`src/rtl/seq_multiplier_pkg.sv`:
```
// Shared constants and state encodings for the sequential shift-add multiplier
// and the controller that sequences it.
package seq_multiplier_pkg;

    localparam int unsigned DEFAULT_W = 16;
    localparam int unsigned STATE_W   = 2;
    localparam int unsigned CELL_W    = 16;

    typedef enum logic [STATE_W-1:0] {
        IDLE = 2'd0,
        RUN  = 2'd1,
        DONE = 2'd2
    } mul_state_t;

    // Controller-side sequencing around a multiply request.
    typedef enum logic [STATE_W-1:0] {
        CTL_IDLE      = 2'd0,
        CTL_MULT_1    = 2'd1,
        CTL_MULT_WAIT = 2'd2
    } ctl_state_t;

    function automatic int unsigned cnt_width(input int unsigned w);
        return $clog2(w) + 1;
    endfunction

endpackage

```
`src/rtl/mul_add2w.sv`:
```
// 2W-bit accumulate adder, sum = acc + addend with the final carry discarded,
// assembled as a ripple of 16-bit adder cells.
module mul_add2w
    import seq_multiplier_pkg::*;
#(
    parameter int unsigned W = DEFAULT_W
) (
    input  logic [2*W-1:0] acc,
    input  logic [2*W-1:0] addend,
    output logic [2*W-1:0] sum
);

    localparam int unsigned SW  = 2 * W;
    localparam int unsigned NSL = (SW + CELL_W - 1) / CELL_W;
    localparam int unsigned PW  = NSL * CELL_W;
    localparam int unsigned CW1 = CELL_W + 1;

    logic [PW-1:0]  acc_p;
    logic [PW-1:0]  add_p;
    logic [PW-1:0]  sum_p;
    logic [NSL-1:0] carry;

    assign acc_p    = PW'(acc);
    assign add_p    = PW'(addend);
    assign carry[0] = 1'b0;

    // The top cell drops its carry-out, giving the modulo-2^(2W) sum.
    for (genvar i = 0; i < NSL; i++) begin : g_cell
        if (i == NSL - 1) begin : g_top
            assign sum_p[i*CELL_W +: CELL_W] = acc_p[i*CELL_W +: CELL_W]
                                             + add_p[i*CELL_W +: CELL_W]
                                             + CELL_W'(carry[i]);
        end else begin : g_mid
            assign {carry[i+1], sum_p[i*CELL_W +: CELL_W]} =
                CW1'(acc_p[i*CELL_W +: CELL_W])
              + CW1'(add_p[i*CELL_W +: CELL_W])
              + CW1'(carry[i]);
        end
    end

    assign sum = sum_p[SW-1:0];

endmodule

```
`src/rtl/seq_multiplier.sv`:
```
// Unsigned W x W sequential shift-add multiplier: fixed W-cycle RUN phase,
// result held in DONE until the next accepted load.
module seq_multiplier
    import seq_multiplier_pkg::*;
#(
    parameter int unsigned W = DEFAULT_W
) (
    input  logic           clk,
    input  logic           rst,
    input  logic           load,
    input  logic [W-1:0]   a,
    input  logic [W-1:0]   b,
    output logic [2*W-1:0] product,
    output logic           ovf,
    output logic           busy,
    output logic           done
);

    localparam int unsigned PW    = 2 * W;
    localparam int unsigned CNT_W = cnt_width(W);

    mul_state_t       state;
    mul_state_t       state_nxt;
    logic [PW-1:0]    mcand;
    logic [PW-1:0]    acc;
    logic [PW-1:0]    acc_sum;
    logic [W-1:0]     mplier;
    logic [CNT_W-1:0] cnt;
    logic             accept;
    logic             last_iter;

    assign accept    = load && ((state == IDLE) || (state == DONE));
    assign last_iter = (cnt == CNT_W'(W - 1));

    mul_add2w #(
        .W (W)
    ) u_add (
        .acc    (acc),
        .addend (mcand),
        .sum    (acc_sum)
    );

    always_ff @(posedge clk or posedge rst) begin
        if (rst) begin
            state <= IDLE;
        end else begin
            state <= state_nxt;
        end
    end

    // Load is honoured only outside RUN; RUN always lasts exactly W cycles.
    always_comb begin
        state_nxt = state;
        unique case (state)
            IDLE:    if (load) state_nxt = RUN;
            RUN:     if (last_iter) state_nxt = DONE;
            DONE:    if (load) state_nxt = RUN;
            default: state_nxt = IDLE;
        endcase
    end

    // Datapath and status flags; busy/done track the registered state exactly.
    always_ff @(posedge clk or posedge rst) begin
        if (rst) begin
            mcand  <= '0;
            mplier <= '0;
            acc    <= '0;
            cnt    <= '0;
            busy   <= 1'b0;
            done   <= 1'b0;
        end else begin
            busy <= (state_nxt == RUN);
            done <= (state_nxt == DONE);
            if (accept) begin
                mcand  <= {{W{1'b0}}, a};
                mplier <= b;
                acc    <= '0;
                cnt    <= '0;
            end else if (state == RUN) begin
                if (mplier[0]) acc <= acc_sum;
                mcand  <= mcand << 1;
                mplier <= mplier >> 1;
                cnt    <= cnt + CNT_W'(1);
            end
        end
    end

    assign product = acc;
    assign ovf     = |acc[PW-1:W];

endmodule
```
`config.mk`:
```
export PLATFORM = sky130hd
export DESIGN_NAME = seq_multiplier
export DESIGN_NICKNAME = d
export VERILOG_FILES = /design/src/rtl/seq_multiplier_pkg.sv /design/src/rtl/mul_add2w.sv /design/src/rtl/seq_multiplier.sv
export SDC_FILE = /design/constraint.sdc
export NUM_CORES = 1
export LEC_CHECK = 0
export CORE_ASPECT_RATIO = 1.2
export CORE_MARGIN = 3
export CORE_UTILIZATION = 55
export DETAILED_ROUTE_END_ITERATION = 16
export GPL_TIMING_DRIVEN = 0
export PLACE_DENSITY = 0.87
export SETUP_SLACK_MARGIN = 0.4
export SLEW_MARGIN = 10
export SYNTH_ARGS = -nofsm -noshare
export SYNTH_HDL_FRONTEND = slang
export SYNTH_SLANG_ARGS = --single-unit
```
`constraint.sdc`:
```
create_clock -name clk -period 4.76 [get_ports clk]
set_input_delay 0.714 -clock clk [delete_from_list [all_inputs] [get_ports clk]]
set_output_delay 0.714 -clock clk [all_outputs]
set_load 0.02 [all_outputs]
```
==> key figures <==
Placed design
  • Port bufs: 69
  • DP Area: slightly below 6000 sq um
  • GPL Wtd Cong: around 0.9
  • Cells after DPL: 706
  • Dpl hpwl: 8963 um
  • Pre-CTS WS: 0.1837 ns

Logic synthesis
  • Post-synth EDFFs: 0
  • Synth Flop Type: dfrtp_1
  • Part of the Yosys area used for sequential elements: 44.88%
  • Ys Warns: 0
  • Count of cell types in the netlist: 47
  • Yosys reg bits: 89
  • Post-Synthesis Cells: 519
  • Syn avg cell area: approximately 9.6 sq um
  • Synth async-reset ratio: 100.0%
  • Mapped Nets: 589
  • Mapped Area: 4962 sq um

Timing
  • Crit share post-route: 89.05%
  • F_max: approximately 0.24 GHz
  • Slew at the pin with the worst max-slew slack: 0.6147 ns
  • Slew Limit Fails: 0
  • RSZ-0062 raised after global routing: true
  • Final setup violation count: 0
  • Fin Hold WS: 0.4891 ns
  • Relative slew slack: 59.02%
  • Post-layout min period: 4.239 ns
  • Final Hold Fails: 0
  • Final WS setup: 0.5212 ns
  • Final setup TNS: 0 ns
  • Clock skew: 0.008200 ns

Setup path
  • CP endpoint kind: flip-flop
  • Worst-path cell chain: ha_4, fa_2, a211oi_2, o21bai_2, a41o_1, a221oi_2, o21ai_1, a21o_1, fa_2, fa_2, a21oi_2, o21a_1, o21ai_2, o211a_1, o21a_1, o31ai_1
  • Startpoint Class: flip-flop
  • Slowest CP cell: dfrtp_1
  • Worst EP required: 5.03 ns
  • Slowest stage delay, CP: 0.43 ns
  • Worst Setup SP: mcand[0]
  • R2R Path Start: mcand[0]
  • Critical Path Most Common Cell: fa_2
  • Worst Path Class, Setup: flip-flop to flip-flop
  • Arr. time, crit path: around 4.5 ns
  • CP Max Fanout: 4

CTS
  • Cts hold-fix bufs: 0
  • CTS max path bufs: 2
  • TritonCTS clock tree: built
  • Clk pin slew, worst setup/hold paths: 0.09 ns
  • Num CTS Buffers: 9
  • Root Driver: clkbuf_8
  • Worst skew pair latency: 0.36 ns
  • Clock Sinks: between 80 and 90
  • CTS H-tree depth: 3

Drt
  • Vias: 4427
  • Final ANT Viol Nets: 0
  • Via/cell ratio: 6.073
  • Post-DR wirelength/cell: between 15 and 20 um
  • DRC Markers: 0
  • Iter 0 DRT Violations: roughly 430
  • Routed WL: 12710 um
  • Drt pass-1 iters: 6

GRT
  • First-pass GRT wire length: 21110 um
  • GRT Residual Overflow: 0
  • Largest net degree at the start of global routing: 60
  • Vias in the first global route: 4484
  • Tot GR Track Use: 25.83%
  • Initial antenna violation count: 0

Power and ir drop
  • PwrDens: approximately 770 nW/um^2
  • Static Leak: 2.857 nW
  • Peak VDD IR: about 0.47 mV
  • Pwr Total: 4.748 mW

Floorplanning
  • Die X: 92.71 um
  • Rows: 37
  • I/O pins: 70
  • Initial Utilization: 57.02%
  • Core area: 8703 sq um
  • DIE AREA: 10200 sq um
  • Die Ht: 110.1 um

Layout
  • Share of cells above drive strength 1: between 7 and 8%
  • Post-route cell area: a little over 6000 sq um
  • Area growth syn-to-layout: 24.33%
  • Share of the core filled with cells: a little under three quarters
  • Final #Nets: 677
  • Ant. Diodes: 0
  • Fill cells: ~650
  • Post-Layout Cell Count: ~730
  • Most frequent cells in the layout: 89 x nand2_1, 89 x dfrtp_1, 69 x clkdlybuf4s50_1, 39 x o21ai_0, 35 x nand3_1

Worst hold path
  • Hold Crit Class: flip-flop to flip-flop
  • HP Start: mplier[13]

Status
  • Status: finished, final reports clean

Job
  • Max-Cap Viols: 0
==> cells by family after synthesis <==
group	synth area share (%)
multiplexers	0.4034
XOR/XNOR	3.883
adder cells (fa/ha/maj)	9.279
flip-flops	44.88
buffers and inverters	2.521
AND/OR/NAND/NOR	15.38
AO/OA/AOI/OAI	23.65
==> where the power goes <==
group | total (mW) | switching, mW | internal (mW)
Sequential | 1.40 | 0.309 | 1.09
Clock | 0.649 | 0.294 | 0.355
Combinational | 2.69 | 1.54 | 1.16
Total | 4.75 | 2.14 | 2.61
==> path summary, 6_finish.rpt <==
path,endpoint,slack [ns],cells after the start
worst max-delay path,product[30],0.52,16
worst min-delay path,mplier[13],0.49,2
worst max register to register,product[30],0.52,16
worst min register to register,mplier[13],0.49,2
max in group asynchronous,product[0],3.43,3
min in group asynchronous,mplier[5],0.69,2
==> layout make-up <==
type | count | area (sq um) | area share [%]
clock inverters | 7 | 123.9 | 2.008
clock buffers | 9 | 123.9 | 2.008
multi-input cells | 397 | 2650 | 42.95
plain buffers | 28 | 106.4 | 1.724
well taps | 117 | 146.4 | 2.373
flip-flops and latches | 89 | 2227 | 36.10
repair buffers | 77 | 770.7 | 12.49
inverters | 5 | 21.27 | 0.3448
==> cell usage after synthesis, types with 4 or more instances <==
library cell  instances  area, sq um
a211oi_2              4        50.05
a21o_1               15        112.6
a21oi_1              17        85.08
a22o_1               21        183.9
a22oi_1              29        217.7
a31oi_1               4        25.02
buf_1                 4        15.01
clkbuf_1             23        86.33
dfrtp_1              89         2227
ha_1                 32        400.4
inv_1                 5        18.77
nand2_1              89        334.1
nand3_1              35        175.2
nand4_1               4        25.02
nor2_1               19        71.32
nor3_1                5        25.02
nor4_1                5        31.28
o211ai_1              6        45.04
o21a_1                4        30.03
o21ai_0              40        200.2
o21ai_1               6        30.03
o21bai_1              5        37.54
xnor2_1              14        122.6
xor2_1                8        70.07
==> worst max-delay path: cells and delay by family (launching register included) <==
kind	cells	cell delay [ns]
flip-flops	1	0.43
AO/OA/AOI/OAI	12	2.35
adder cells (fa/ha/maj)	4	1.37
==> routing by layer <==
metal	global-route usage, %	wire length [um]	up-vias
li1	-	-	2074
met1	32.49	5174	2163
met2	45.67	6605	168
met3	4.141	681	22
met4	8.691	249	0
met5	0	0	-
==> state kept, by name (all words and copies together), names as in the netlist <==
name	flops
busy	1
cnt	5
done	1
mcand	32
mplier	16
product	32
state	2
==> repair_timing <==
item,in CTS,in global routing
endpoints found under the setup margin,5,5
setup buffers,0,7
gates cloned,0,0
resized for setup,4,7
pin swaps,2,17
No activity file was read; power rests on OpenSTA's default activity.
